<file path="config.mk">
export PLATFORM = sky130hd
export DESIGN_NAME = rock_actuator
export DESIGN_NICKNAME = d
export VERILOG_FILES = /design/src/rtl/rock_actuator.sv
export SDC_FILE = /design/constraint.sdc
export NUM_CORES = 1
export LEC_CHECK = 0
export ABC_AREA = 1
export ABC_CLOCK_PERIOD_IN_PS = 4650
export CORE_ASPECT_RATIO = 1.2
export CORE_MARGIN = 2
export CORE_UTILIZATION = 70
export DETAILED_ROUTE_END_ITERATION = 6
export DONT_BUFFER_PORTS = 1
export GPL_ROUTABILITY_DRIVEN = 0
export MAX_ROUTING_LAYER = met4
export PLACE_DENSITY = 0.95
export RECOVER_POWER = 100
export SKIP_LAST_GASP = 1
export SLEW_MARGIN = 20
export SYNTH_ARGS = -nofsm -noshare
export SYNTH_HDL_FRONTEND = slang
export SYNTH_SLANG_ARGS = --single-unit
</file>
<file path="constraint.sdc">
create_clock -name clk -period 4.65 [get_ports clk]
set_input_delay 0.93 -clock clk [delete_from_list [all_inputs] [get_ports clk]]
set_output_delay 0.93 -clock clk [all_outputs]
set_load 0.02 [all_outputs]
</file>
<file path="src/rtl/rock_actuator.sv">
// rock_actuator
//   Receiving end of the controller's A/F command interface. Turns an
//   amplitude code (A) and a frequency code (F) into a triangular signed
//   cradle-position trajectory, a direction bit and a servo PWM drive.
//   New settings are latched only at the centre position, so the motion
//   never jumps.
//
//   Optional feature (compile-time macro SOFT_START_EN): each latch raises
//   the active amplitude by at most one code, so the swing grows one code
//   per half-cycle. Decreases still take effect in one step.
//
// Ports
//   clk      in   system clock
//   reset    in   asynchronous, active-low reset
//   A[2:0]   in   amplitude code (0 = stop)
//   F[2:0]   in   frequency code (0 = stop)
//   pos[7:0] out  signed cradle position, two's complement
//   dir      out  1 = moving toward +, 0 = moving toward -
//   center   out  high while pos == 0
//   applied  out  one-cycle pulse when a changed A/F pair is latched
//   pwm      out  servo PWM drive
module rock_actuator #(
  parameter int TICK_BASE  = 4096, // clocks per position step at F=7
  parameter int STEP_PER_A = 16    // position units per amplitude code
) (
  input  logic       clk,
  input  logic       reset,
  input  logic [2:0] A,
  input  logic [2:0] F,
  output logic [7:0] pos,
  output logic       dir,
  output logic       center,
  output logic       applied,
  output logic       pwm
);

  typedef enum logic [1:0] {ST_IDLE, ST_SWING, ST_RETURN} state_t;

  state_t            state_q, state_d;
  logic signed [7:0] pos_q, pos_d;
  logic              dir_q, dir_d;
  logic              applied_q, applied_d;
  logic              pwm_q, pwm_d;
  logic [2:0]        a_act_q, a_act_d;
  logic [2:0]        f_act_q, f_act_d;
  logic [23:0]       presc_q, presc_d;
  logic [7:0]        pwm_cnt_q, pwm_cnt_d;

  logic [23:0]       period_m1;
  logic              tick;
  logic              run;
  logic signed [7:0] lim;
  logic signed [7:0] pos_step, pos_home;
  logic              dir_step, dir_home;
  logic [2:0]        a_next;
  logic [7:0]        duty;

  // Step period halves with every frequency code above 1.
  assign period_m1 = (24'(TICK_BASE) << (3'd7 - f_act_q)) - 24'd1;
  assign tick      = (state_q != ST_IDLE) && (presc_q == period_m1);
  assign run       = (A != 3'd0) && (F != 3'd0);
  assign lim       = 8'(int'(a_act_q) * STEP_PER_A);

  // Adding 128 modulo 256 to a two's-complement byte only flips its MSB.
  assign duty = {~pos_q[7], pos_q[6:0]};

`ifdef SOFT_START_EN
  assign a_next = (A > a_act_q) ? a_act_q + 3'd1 : A;
`else
  assign a_next = A;
`endif

  // Next point on the triangle, turning around at +/-lim.
  always_comb begin
    pos_step = pos_q;
    dir_step = dir_q;
    if (dir_q && (pos_q == lim)) begin
      dir_step = 1'b0;
      pos_step = pos_q - 8'sd1;
    end else if (!dir_q && (pos_q == -lim)) begin
      dir_step = 1'b1;
      pos_step = pos_q + 8'sd1;
    end else if (dir_q) begin
      pos_step = pos_q + 8'sd1;
    end else begin
      pos_step = pos_q - 8'sd1;
    end
  end

  // One unit toward the centre; dir follows the direction of travel.
  always_comb begin
    pos_home = pos_q;
    dir_home = dir_q;
    if (pos_q < 8'sd0) begin
      pos_home = pos_q + 8'sd1;
      dir_home = 1'b1;
    end else if (pos_q > 8'sd0) begin
      pos_home = pos_q - 8'sd1;
      dir_home = 1'b0;
    end
  end

  always_comb begin
    state_d   = state_q;
    pos_d     = pos_q;
    dir_d     = dir_q;
    a_act_d   = a_act_q;
    f_act_d   = f_act_q;
    applied_d = 1'b0;
    presc_d   = tick ? '0 : presc_q + 24'd1;
    pwm_cnt_d = pwm_cnt_q + 8'd1;
    pwm_d     = (state_q != ST_IDLE) && (pwm_cnt_q < duty);
    case (state_q)
      ST_IDLE: begin
        presc_d = '0;
        pos_d   = '0;
        dir_d   = 1'b0;
        if (run) begin
          state_d   = ST_SWING;
          a_act_d   = a_next;
          f_act_d   = F;
          applied_d = 1'b1;
          dir_d     = 1'b1;
        end
      end
      ST_SWING: begin
        // A stop request is honoured at once; a tick in the same cycle
        // already moves toward the centre.
        if (!run) begin
          state_d = ST_RETURN;
          if (tick) begin
            pos_d = pos_home;
            dir_d = dir_home;
          end
        end else if (tick) begin
          pos_d = pos_step;
          dir_d = dir_step;
          if ((pos_step == 8'sd0) && ((A != a_act_q) || (F != f_act_q))) begin
            a_act_d   = a_next;
            f_act_d   = F;
            applied_d = 1'b1;
            presc_d   = '0;
          end
        end
      end
      ST_RETURN: begin
        if (pos_q == 8'sd0) begin
          state_d = ST_IDLE;
          dir_d   = 1'b0;
          a_act_d = '0;
          f_act_d = '0;
          presc_d = '0;
        end else if (tick) begin
          pos_d = pos_home;
          dir_d = dir_home;
        end
      end
      default: state_d = ST_IDLE;
    endcase
  end

  always_ff @(posedge clk or negedge reset) begin
    if (!reset) begin
      state_q   <= ST_IDLE;
      pos_q     <= '0;
      dir_q     <= 1'b0;
      applied_q <= 1'b0;
      pwm_q     <= 1'b0;
      a_act_q   <= '0;
      f_act_q   <= '0;
      presc_q   <= '0;
      pwm_cnt_q <= '0;
    end else begin
      state_q   <= state_d;
      pos_q     <= pos_d;
      dir_q     <= dir_d;
      applied_q <= applied_d;
      pwm_q     <= pwm_d;
      a_act_q   <= a_act_d;
      f_act_q   <= f_act_d;
      presc_q   <= presc_d;
      pwm_cnt_q <= pwm_cnt_d;
    end
  end

  assign pos     = pos_q;
  assign dir     = dir_q;
  assign center  = (pos_q == 8'sd0);
  assign applied = applied_q;
  assign pwm     = pwm_q;

endmodule

</file>
==> flow_metrics.py, run 1 <==
metrics = {
    "status": {
        "outcome": "completed",
    },
    "route": {
        "vias_per_cell": 5.982,
        "wirelength_um": 9804,
        "ant_nets": 0,
        "drtPass1Iterations": 5,
        "drt_first_iter_violations": 381,
        "route.vias.total": 3912,
        "drcViolationCount": 0,
        "routed_wire_length_per_instance_um": 14.99,
    },
    "die": {
        "x_dimension_of_the_die_um": 73.76,
        "start_util": 0.7212,
        "design.core.area_mm2": 0.005668,
        "die_height_um": 87.71,
        "top_level_ports": 20,
        "floorplan.die_area_mm2": 0.006469,
        "floorplan.rows": 30,
    },
    "grt": {
        "grt_max_degree": 52,
        "global_route.usage.total": 0.3336,
        "antenna_violations_before_repair": 0,
        "grt_pass1_wl_um": 16540,
        "grt_pass1_vias": 3730,
        "grt_overflow_total": 0,
    },
    "final_layout": {
        "layout-drive-gt1-share": 0.09059,
        "num-nets-final": 599,
        "fillCellCount": 433,
        "area.growth.synth_to_final_pct": 1.041,
        "antenna_cells_inserted": 0,
        "multi_input_comb_area_mm2": 0.002328,
        "final-seq-area_mm2": 0.001276,
    },
    "logic_synthesis": {
        "synth.top_cell.area_share": 0.3122,
        "synth_area_mm2": 0.004088,
        "synth_common_cells": "nand2_1, inv_1, dfrtp_1",
        "synth_sequential_area_ratio": 0.3122,
        "synth_warnings": 0,
        "synthArstFlopShare": 1.000,
        "yosysMostFrequentCell": "nand2_1",
        "ys.flop_type": "dfrtp_1",
        "synthCells": 578,
        "synth.distinct_cells": 46,
        "postSynthAreaPerCell_um2": 7.072,
        "ys_seq_elements": 51,
        "synth_edf_count": 0,
        "library_cell_with_the_largest_summed_area_after_synthesis": "dfrtp_1",
        "syn_nets": 604,
        "synth_area_leaders": "dfrtp_1, nand2_1, inv_1",
    },
    "placed_design": {
        "place.detailed.hpwl_um": 7455,
        "place.port_buffers": 0,
    },
    "worst_setup_path": {
        "criticalPathCategory": "flop to flop",
        "worstPathRequired_ps": 4900,
        "r2r-end": "pos[7]$_DFFE_PN0P_",
        "rrSetupSlack_ps": 1360,
        "worst_r2r_path_depth": 17,
        "cp_max_fo": 17,
        "critical_path_arrival_ps": 3540,
        "worst_setup_sp": "f_act_q[2]$_DFFE_PN0P_",
        "regToRegStartpoint": "f_act_q[2]$_DFFE_PN0P_",
        "setup.worst_path.start_class": "flop",
        "kind_of_end_point_of_the_critical_path": "flop",
        "capturing_element_of_the_worst_setup_path": "pos[7]$_DFFE_PN0P_",
    },
    "job": {
        "drv.max_cap_violation_count": 0,
    },
    "clock_network": {
        "postCtsHoldBufs": 0,
        "tritoncts_clock_tree": "yes",
        "clock_tree.htree_level_count": 2,
        "post_cts.repair.setup_buffers": 0,
        "clkLatencyLatePin_ps": 310,
        "cts_buffers": 5,
        "ctsResizeCount": 0,
        "clkTransAtPathRegs_ps": 100,
        "cts_max_path_buffers": 2,
        "clk_root_buffer_cell": "clkbuf_8",
        "clock_sinks": 51,
    },
    "timing": {
        "report.final.hold_viol_count": 0,
        "timing_worst_slew_pin_value_ps": 662.5,
        "clock-skew-final_ps": 12.33,
        "aggregate_negative_setup_slack_ps": 0,
        "drv_slew": 0,
        "final_period_minus_worst_setup_slack_ps": 3292,
        "setup_repair_after_global_routing_missed_its_margin": "no",
        "timing.final.crit_share": 0.7079,
        "timing.max_slew.rel_slack": 0.5584,
        "setup_viol": 0,
        "timing.fmax_ghz": 0.3038,
    },
    "hold_path": {
        "hold_class": "input port to async pin",
    },
    "power": {
        "p_leak_nw": 2.155,
        "total_power_w": 0.002988,
        "power.ir.vdd_worst_uv": 824.3,
        "cellPowerDensity_mw_per_mm2": 723.4,
    },
}
## final cells by class
type,count,area share
clock inverters,3,0.01060
well taps,80,0.02424
clock buffers,5,0.01666
multi-input cells,433,0.5638
flip-flops and latches,51,0.3090
inverters,82,0.07573
## worst max-delay path, cell delays in order, from the launching register on
cell and delay, ps:
dfrtp_1 550, nand2_1 90, inv_1 110, nand2_1 80, ha_1 290, inv_1 80
nand2_1 80, nand2_1 80, nand2_1 50, nand2_1 100, nand4_1 80, nor2_1 140
nand3_1 450, a21oi_1 530, o21ai_4 210, nor2_8 170, nand2_1 80, nand2_1 70
## metal layers
metal	share of wire	vias to the layer above	track usage	routed length, µm
met1	0.36	1797	0.3647	3563
li1	-	1842	-	-
met2	0.51	217	0.5747	4989
met3	0.078	56	0.04948	768
met4	0.049	0	0.1802	482
met5	0	-	-	0
## cells in the final DEF (no fill, tap or decap), types with 3 or more instances in the layout
master	n
nand2_1	161
inv_1	75
dfrtp_1	51
nand3_1	50
nor2_1	49
o21ai_0	27
a21oi_1	21
ha_1	18
xor2_1	16
nor3_1	13
nand4_1	11
nand2_2	9
xnor2_1	8
nor2_2	7
inv_2	5
o22ai_1	5
clkbuf_8	5
o21ai_1	4
nand3_2	4
nor2_4	3
nand2_4	3
or2_2	3
a31oi_1	3
## state kept, by name, summed over array words and instances (netlist names)
register / flops
f_act_q: 3
presc_q: 24
a_act_q: 3
dir: 1
pwm: 1
pwm_cnt_q: 8
applied: 1
pos: 8
state_q: 2
## power breakdown
| part | leakage, nW | switching, W | internal [W] |
|---|---|---|---|
| Combinational | 1.42 | 0.00133 | 0.000592 |
| Clock | 0.0581 | 0.000154 | 0.000160 |
| Sequential | 0.677 | 0.000225 | 0.000528 |
## stage by stage
step	instances	cell area [µm²]	setup WS, ps	hold WS (ps)	utilization
2_1_floorplan	578	4088	2393	425.1	-
3_3_place_gp	646	4090	2057	457.7	0.7216
3_5_place_dp	646	4090	1969	467.3	0.7216
4_1_cts	654	4203	1892	290.4	0.7415
5_1_grt	654	4130	1070	277.6	0.7287
6_report	654	4130	1358	299.5	0.7287
## kinds of logic after synthesis
logic type | count (synthesis) | share of synthesized area
simple gates | 320 | 0.3756
buf+inv | 94 | 0.1004
compound gates | 70 | 0.1013
flops | 51 | 0.3122
xor+xnor | 25 | 0.05540
fa+ha+maj | 18 | 0.05510
## worst min-delay path by stage
| stage | end | slack [ps] |
|---|---|---|
| 3_5_place_dp | pwm_cnt_q[0]$_DFF_PN0_ | 470 |
| 3_3_place_gp | pwm_cnt_q[0]$_DFF_PN0_ | 460 |
| 6_report | presc_q[11]$_DFF_PN0_ | 300 |
| 4_1_cts | presc_q[8]$_DFF_PN0_ | 290 |
| 2_1_floorplan | presc_q[0]$_DFF_PN0_ | 430 |
| 5_1_grt | presc_q[9]$_DFF_PN0_ | 280 |
Power figures use the tool's default switching activity.
==> run 2, diff against run 1 <==
--- a/config.mk
+++ b/config.mk
@@ -6,15 +6,15 @@
 export NUM_CORES = 1
 export LEC_CHECK = 0
 export ABC_AREA = 1
-export ABC_CLOCK_PERIOD_IN_PS = 4650
+export ABC_CLOCK_PERIOD_IN_PS = 2900
 export CORE_ASPECT_RATIO = 1.2
 export CORE_MARGIN = 2
-export CORE_UTILIZATION = 70
+export CORE_UTILIZATION = 59
 export DETAILED_ROUTE_END_ITERATION = 6
 export DONT_BUFFER_PORTS = 1
 export GPL_ROUTABILITY_DRIVEN = 0
 export MAX_ROUTING_LAYER = met4
-export PLACE_DENSITY = 0.95
+export PLACE_DENSITY = 0.9
 export RECOVER_POWER = 100
 export SKIP_LAST_GASP = 1
 export SLEW_MARGIN = 20
==> constraint.sdc (replaced) <==
create_clock -name clk -period 2.9 [get_ports clk]
set_input_delay 0.58 -clock clk [delete_from_list [all_inputs] [get_ports clk]]
set_output_delay 0.58 -clock clk [all_outputs]
set_load 0.02 [all_outputs]
==> run 2 against run 1 <==
  * Via count decreased by 1.1%
  * Clock skew decreased by 2.8 ps
  * Global-route usage decreased by 5.0 points
  * Hold slack got worse by 190 ps
  * Worst setup slack got worse by 1100 ps
  * Combinational power increased by 77%
  * Critical path depth decreased by 6
  * Die area increased by 18%
  * Clock power increased by 34%
  * Critical endpoint is now presc_q[17]$_DFF_PN0_
  * Largest cell class unchanged
  * Largest power group unchanged
==> flow_metrics.py, run 2 (same netlist as run 1, synthesis figures left out) <==
metrics = {
    "worst_setup_path": {
        "setup.worst_path.start_class": "flop",
        "critical_path_arrival_ps": 2860,
        "kind_of_end_point_of_the_critical_path": "flop",
        "regToRegStartpoint": "pos[1]$_DFFE_PN0P_",
        "criticalPathCategory": "flop to flop",
        "worstPathRequired_ps": 3090,
        "worst_r2r_path_depth": 11,
        "crit_path_frequent_cell": "inv_1",
        "path_buf_inv": 4,
        "cp_slowest_cell": "dfrtp_1",
        "r2r-end": "presc_q[17]$_DFF_PN0_",
        "cp_cell_sequence": "inv_1 -> ha_1 -> inv_1 -> nor2_4 -> nand4_1 -> inv_1 -> nor2_1 -> nor3_2 -> nor2_4 -> inv_1 -> nor3_1",
        "timing.critical_path.slowest_cell_delay_ps": 500,
        "timing.critical_path.max_delay_family": "simple AND/OR/NAND/NOR gates",
        "cp_max_fo": 9,
        "rrSetupSlack_ps": 240,
    },
    "placed_design": {
        "place.detailed.hpwl_um": 7371,
        "post_dp_cell_area_mm2": 0.004136,
        "dpl_worst_slack_ps": 321.1,
        "place.port_buffers": 0,
    },
    "final_layout": {
        "final_common_cell": "nand2_1",
        "largest_register_ff_count": 24,
        "leading_cell_types_in_the_layout_fill_and_taps_excluded": "nand2_1, inv_1, dfrtp_1, nand3_1, nor2_1",
        "area.growth.synth_to_final_pct": 3.551,
        "final_cell_area_mm2": 0.004233,
        "registers.top_by_ff_count": "presc_q",
        "num-nets-final": 605,
        "antenna_cells_inserted": 0,
        "layout-drive-gt1-share": 0.1121,
    },
    "route": {
        "wirelength_um": 9796,
        "routed_wire_length_per_instance_um": 14.69,
        "drcViolationCount": 0,
        "vias_per_cell": 5.799,
        "ant_nets": 0,
        "drt_first_iter_violations": 358,
        "drtPass1Iterations": 5,
        "route.vias.total": 3868,
    },
    "die": {
        "top_level_ports": 20,
        "start_util": 0.6037,
        "die_height_um": 95.18,
        "design.core.area_mm2": 0.006771,
        "floorplan.rows": 33,
        "floorplan.die_area_mm2": 0.007613,
        "x_dimension_of_the_die_um": 79.99,
    },
    "grt": {
        "global_route.usage.total": 0.2835,
        "busiest_layer": "met2",
        "gr_met3_demand_resource": 0.04735,
        "grt_pass1_vias": 3707,
        "global_route.usage.met1": 0.3347,
        "grt_overflow_total": 0,
        "global_route.usage.met2": 0.4806,
        "antenna_violations_before_repair": 0,
        "grt_max_degree": 52,
        "grt_pass1_wl_um": 16710,
    },
    "hold_path": {
        "hold_class": "input port to async pin",
    },
    "power": {
        "p_leak_nw": 2.171,
        "cellPowerDensity_mw_per_mm2": 1168,
        "power.ir.vdd_worst_uv": 1002,
    },
    "timing": {
        "report.final.hold_viol_count": 0,
        "whs_ps": 113.1,
        "clock-skew-final_ps": 9.514,
        "aggregate_negative_setup_slack_ps": 0,
        "drv_slew": 0,
        "timing.final.crit_share": 0.9186,
        "final_period_minus_worst_setup_slack_ps": 2664,
        "setup_viol": 0,
        "timing_worst_slew_pin_value_ps": 583.8,
        "worst_slack_ps": 236.1,
        "setup_repair_after_global_routing_missed_its_margin": "no",
        "timing.fmax_ghz": 0.3754,
        "timing.max_slew.rel_slack": 0.6108,
    },
    "clock_network": {
        "clkTransAtPathRegs_ps": 90,
        "clock_tree.htree_level_count": 2,
        "clock_sinks": 51,
        "cts_buffers": 5,
        "post_cts.repair.setup_buffers": 0,
        "cts_max_path_buffers": 2,
        "tritoncts_clock_tree": "yes",
        "clk_root_buffer_cell": "clkbuf_8",
        "clkLatencyLatePin_ps": 310,
    },
    "job": {
        "drv.max_cap_violation_count": 0,
    },
    "status": {
        "outcome": "completed",
    },
}
run 2: changes by cell type in the layout (fill, tap and decap cells not counted), sizes merged:
cell / change
clkbuf: +4
buf: +3
clkinv: -2
bufinv: -1
clkinvlp: +1
inv: +1
run 2: how the worst max path moves through the flow:
| stage | cells after the start | slack, ps | start | endpoint |
|---|---|---|---|---|
| floorplan | 21 | 720 | f_act_q[2]$_DFFE_PN0P_ | a_act_q[2]$_DFFE_PN0P_ |
| global placement | 17 | 460 | f_act_q[2]$_DFFE_PN0P_ | pos[4]$_DFFE_PN0P_ |
| detailed placement | 17 | 320 | f_act_q[2]$_DFFE_PN0P_ | pos[6]$_DFFE_PN0P_ |
| CTS | 17 | 290 | f_act_q[2]$_DFFE_PN0P_ | pos[6]$_DFFE_PN0P_ |
| global route | 11 | 7 | pos[1]$_DFFE_PN0P_ | presc_q[22]$_DFF_PN0_ |
| finish | 11 | 240 | pos[1]$_DFFE_PN0P_ | presc_q[17]$_DFF_PN0_ |
run 2: report_power, final:
| part | leakage [nW] | internal (W) | switching, W | total (W) |
|---|---|---|---|---|
| Clock | 0.0418 | 0.000174 | 0.000248 | 0.000422 |
| Sequential | 0.675 | 0.000850 | 0.000269 | 0.00112 |
| Combinational | 1.45 | 0.00102 | 0.00238 | 0.00340 |
| Total | 2.17 | 0.00204 | 0.00290 | 0.00494 |
run 2: stage by stage:
step | instances | total power (W) | utilization
after floorplan | 578 | 0.003738 | -
after global placement | 658 | 0.004293 | 0.6109
after detailed placement | 658 | 0.004409 | 0.6109
after CTS | 667 | 0.004883 | 0.6280
after global routing | 667 | 0.005337 | 0.6251
final | 667 | 0.004944 | 0.6251
run 2: routing by layer:
metal | wire (µm) | up-vias
met3 | 754 | 37
li1 | - | 1857
met5 | 0 | -
met4 | 365 | 0
met1 | 3816 | 1776
met2 | 4859 | 198
run 2: cell type report:
class	instances	area (µm²)
tap	87	108.9
clock buffer	6	72.57
clock inverter	2	16.27
multi-input combinational	433	2391
timing repair buffer	6	53.80
fill	581	2539
inverter	82	312.8
sequential	51	1277
run 2: repair_timing:
action | 4_1_cts | 5_1_grt
resized for setup | 0 | 1
hold buffers | 1 | 0
endpoints found under the setup margin | 0 | 7
endpoints found under the hold margin | 51 | 0
==> run 3, diff against run 2 <==
--- a/config.mk
+++ b/config.mk
@@ -9,15 +9,16 @@
 export ABC_CLOCK_PERIOD_IN_PS = 2900
 export CORE_ASPECT_RATIO = 1.2
 export CORE_MARGIN = 2
-export CORE_UTILIZATION = 59
+export CORE_UTILIZATION = 29
+export CTS_BUF_LIST = sky130_fd_sc_hd__clkbuf_4 sky130_fd_sc_hd__clkbuf_8
 export DETAILED_ROUTE_END_ITERATION = 6
 export DONT_BUFFER_PORTS = 1
 export GPL_ROUTABILITY_DRIVEN = 0
 export MAX_ROUTING_LAYER = met4
-export PLACE_DENSITY = 0.9
+export PLACE_DENSITY = 0.56
 export RECOVER_POWER = 100
 export SKIP_LAST_GASP = 1
-export SLEW_MARGIN = 20
+export SLEW_MARGIN = 10
 export SYNTH_ARGS = -nofsm -noshare
 export SYNTH_HDL_FRONTEND = slang
 export SYNTH_SLANG_ARGS = --single-unit
==> run 3 against run 2 <==
  * Core utilization decreased by 31 points
  * Via count down 3.9%
  * Combinational power about the same
  * Flip-flop and latch count unchanged
  * Largest cell class unchanged
  * Non-clock buffer count rose by 7
  * Clock skew is 1.1 ps higher
  * Die area up 98%
  * Clock-buffer cell count did not move
  * First-iteration DRC count fell by 36%
  * Global-route usage fell by 13 points
  * Register-to-register slack better by 80 ps
==> flow_metrics.py, run 3 (same netlist as run 1, synthesis figures left out) <==
metrics = {
    "worst_setup_path": {
        "critical_path_arrival_ps": 2010,
        "capturing_element_of_the_worst_setup_path": "center",
        "r2r-end": "f_act_q[0]$_DFFE_PN0P_",
        "criticalPathCategory": "flop to output port",
        "setup.worst_path.start_class": "flop",
        "rrSetupSlack_ps": 310,
        "worst_r2r_path_depth": 18,
        "cp_max_fo": 8,
        "kind_of_end_point_of_the_critical_path": "output port",
        "worst_setup_sp": "pos[2]$_DFFE_PN0P_",
        "worstPathRequired_ps": 2320,
        "regToRegStartpoint": "pos[3]$_DFFE_PN0P_",
    },
    "final_layout": {
        "leading_cell_types_in_the_layout_fill_and_taps_excluded": "nand2_1, inv_1, dfrtp_1, nand3_1, nor2_1",
        "registers.top_by_ff_count": "presc_q",
        "layout-drive-gt1-share": 0.1124,
        "antenna_cells_inserted": 0,
        "instances_no_fill": 758,
        "largest_register_ff_count": 24,
        "layout.core_utilization": 0.3180,
        "final_common_cell": "nand2_1",
        "area.growth.synth_to_final_pct": 7.040,
        "num-nets-final": 612,
    },
    "timing": {
        "clock-skew-final_ps": 10.57,
        "drv_slew": 0,
        "report.final.hold_viol_count": 0,
        "setup_repair_after_global_routing_missed_its_margin": "no",
        "timing.max_slew.rel_slack": 0.1150,
        "setup_viol": 0,
        "final_period_minus_worst_setup_slack_ps": 2587,
        "timing.final.crit_share": 0.8921,
        "timing.fmax_ghz": 0.3865,
        "timing_worst_slew_pin_value_ps": 1327,
        "aggregate_negative_setup_slack_ps": 0,
    },
    "grt": {
        "grt_max_degree": 52,
        "antenna_violations_before_repair": 0,
        "global_route.usage.total": 0.1506,
        "grt_overflow_total": 0,
        "grt_pass1_vias": 3640,
        "grt_pass1_wl_um": 17750,
    },
    "placed_design": {
        "numPlacedInstances": 749,
        "place.port_buffers": 0,
        "place.detailed.hpwl_um": 8197,
    },
    "power": {
        "p_leak_nw": 2.198,
        "cellPowerDensity_mw_per_mm2": 1146,
        "power.ir.vdd_worst_uv": 459.4,
    },
    "route": {
        "route.vias.total": 3718,
        "drcViolationCount": 0,
        "ant_nets": 0,
        "routed_wire_length_per_instance_um": 13.89,
        "drt_first_iter_violations": 229,
        "vias_per_cell": 4.905,
        "drtPass1Iterations": 5,
        "wirelength_um": 10530,
    },
    "clock_network": {
        "clock_tree.htree_level_count": 2,
        "cts_buffers": 5,
        "clkTransAtPathRegs_ps": 100,
        "clk_root_buffer_cell": "clkbuf_8",
        "tritoncts_clock_tree": "yes",
        "clock_sinks": 51,
        "cts_max_path_buffers": 2,
        "clkLatencyLatePin_ps": 330,
    },
    "status": {
        "outcome": "completed",
    },
    "hold_path": {
        "hold_depth": 1,
        "hold_class": "flop to flop",
    },
    "job": {
        "drv.max_cap_violation_count": 0,
    },
    "die": {
        "x_dimension_of_the_die_um": 112.4,
        "start_util": 0.2971,
        "floorplan.die_area_mm2": 0.01507,
        "die_height_um": 134.1,
        "floorplan.rows": 47,
        "design.core.area_mm2": 0.01376,
        "top_level_ports": 20,
    },
}
## run 3: routing by layer
| metal | up-vias | part of all wire | global-route usage |
|---|---|---|---|
| li1 | 1876 | - | - |
| met1 | 1738 | 0.43 | 0.1769 |
| met2 | 82 | 0.50 | 0.2580 |
| met3 | 22 | 0.042 | 0.03208 |
| met4 | 0 | 0.023 | 0.04743 |
| met5 | - | 0 | - |
## run 3: how the worst min path moves through the flow
stage                                     from                      to  slack (ps)
after CTS                                reset  pwm_cnt_q[7]$_DFF_PN0_          90
after detailed placement                 reset    presc_q[9]$_DFF_PN0_         290
after floorplan                          reset  a_act_q[0]$_DFFE_PN0P_         280
final                     presc_q[0]$_DFF_PN0_    presc_q[0]$_DFF_PN0_         470
after global routing      presc_q[0]$_DFF_PN0_    presc_q[0]$_DFF_PN0_         490
after global placement                   reset    presc_q[7]$_DFF_PN0_         290
## run 3: power by group
part           switching, W  internal [W]
clock              0.000275      0.000271
combinational       0.00236       0.00105
sequential         0.000207      0.000849
total               0.00285       0.00217
## run 3: layout make-up
type / count / area (µm²)
Clock buffer: 6 / 76.32
Clock inverter: 2 / 38.79
Fill cell: 1517 / 9385
Inverter: 82 / 312.8
Multi-Input combinational cell: 433 / 2389
Sequential cell: 51 / 1276
Tap cell: 171 / 214.0
Timing Repair Buffer: 13 / 68.82
## run 3: critical path: stages, from the launching register on
cell	delay [ps]
dfrtp_1	570
inv_1	200
nand2_1	90
nor2_1	260
nand4_1	170
clkbuf_1	200
inv_1	180
## run 3: timing repair
| item | CTS | global route |
|---|---|---|
| setup buffers | 0 | 0 |
| hold buffers | 1 | 0 |
| hold endpoints to repair | 51 | 0 |
| endpoints found under the setup margin | 0 | 0 |
| resized for setup | 0 | 0 |
## run 3: metrics by stage
stage	hold WS, ps	cell area [µm²]	setup slack, ps	total power, W
after floorplan	284.4	4088	718.0	0.003738
after global routing	488.0	4375	74.74	0.005547
after detailed placement	287.3	4294	445.8	0.004542
after CTS	92.73	4437	441.0	0.005127
final	466.1	4375	313.0	0.005014
after global placement	286.8	4294	485.1	0.004531
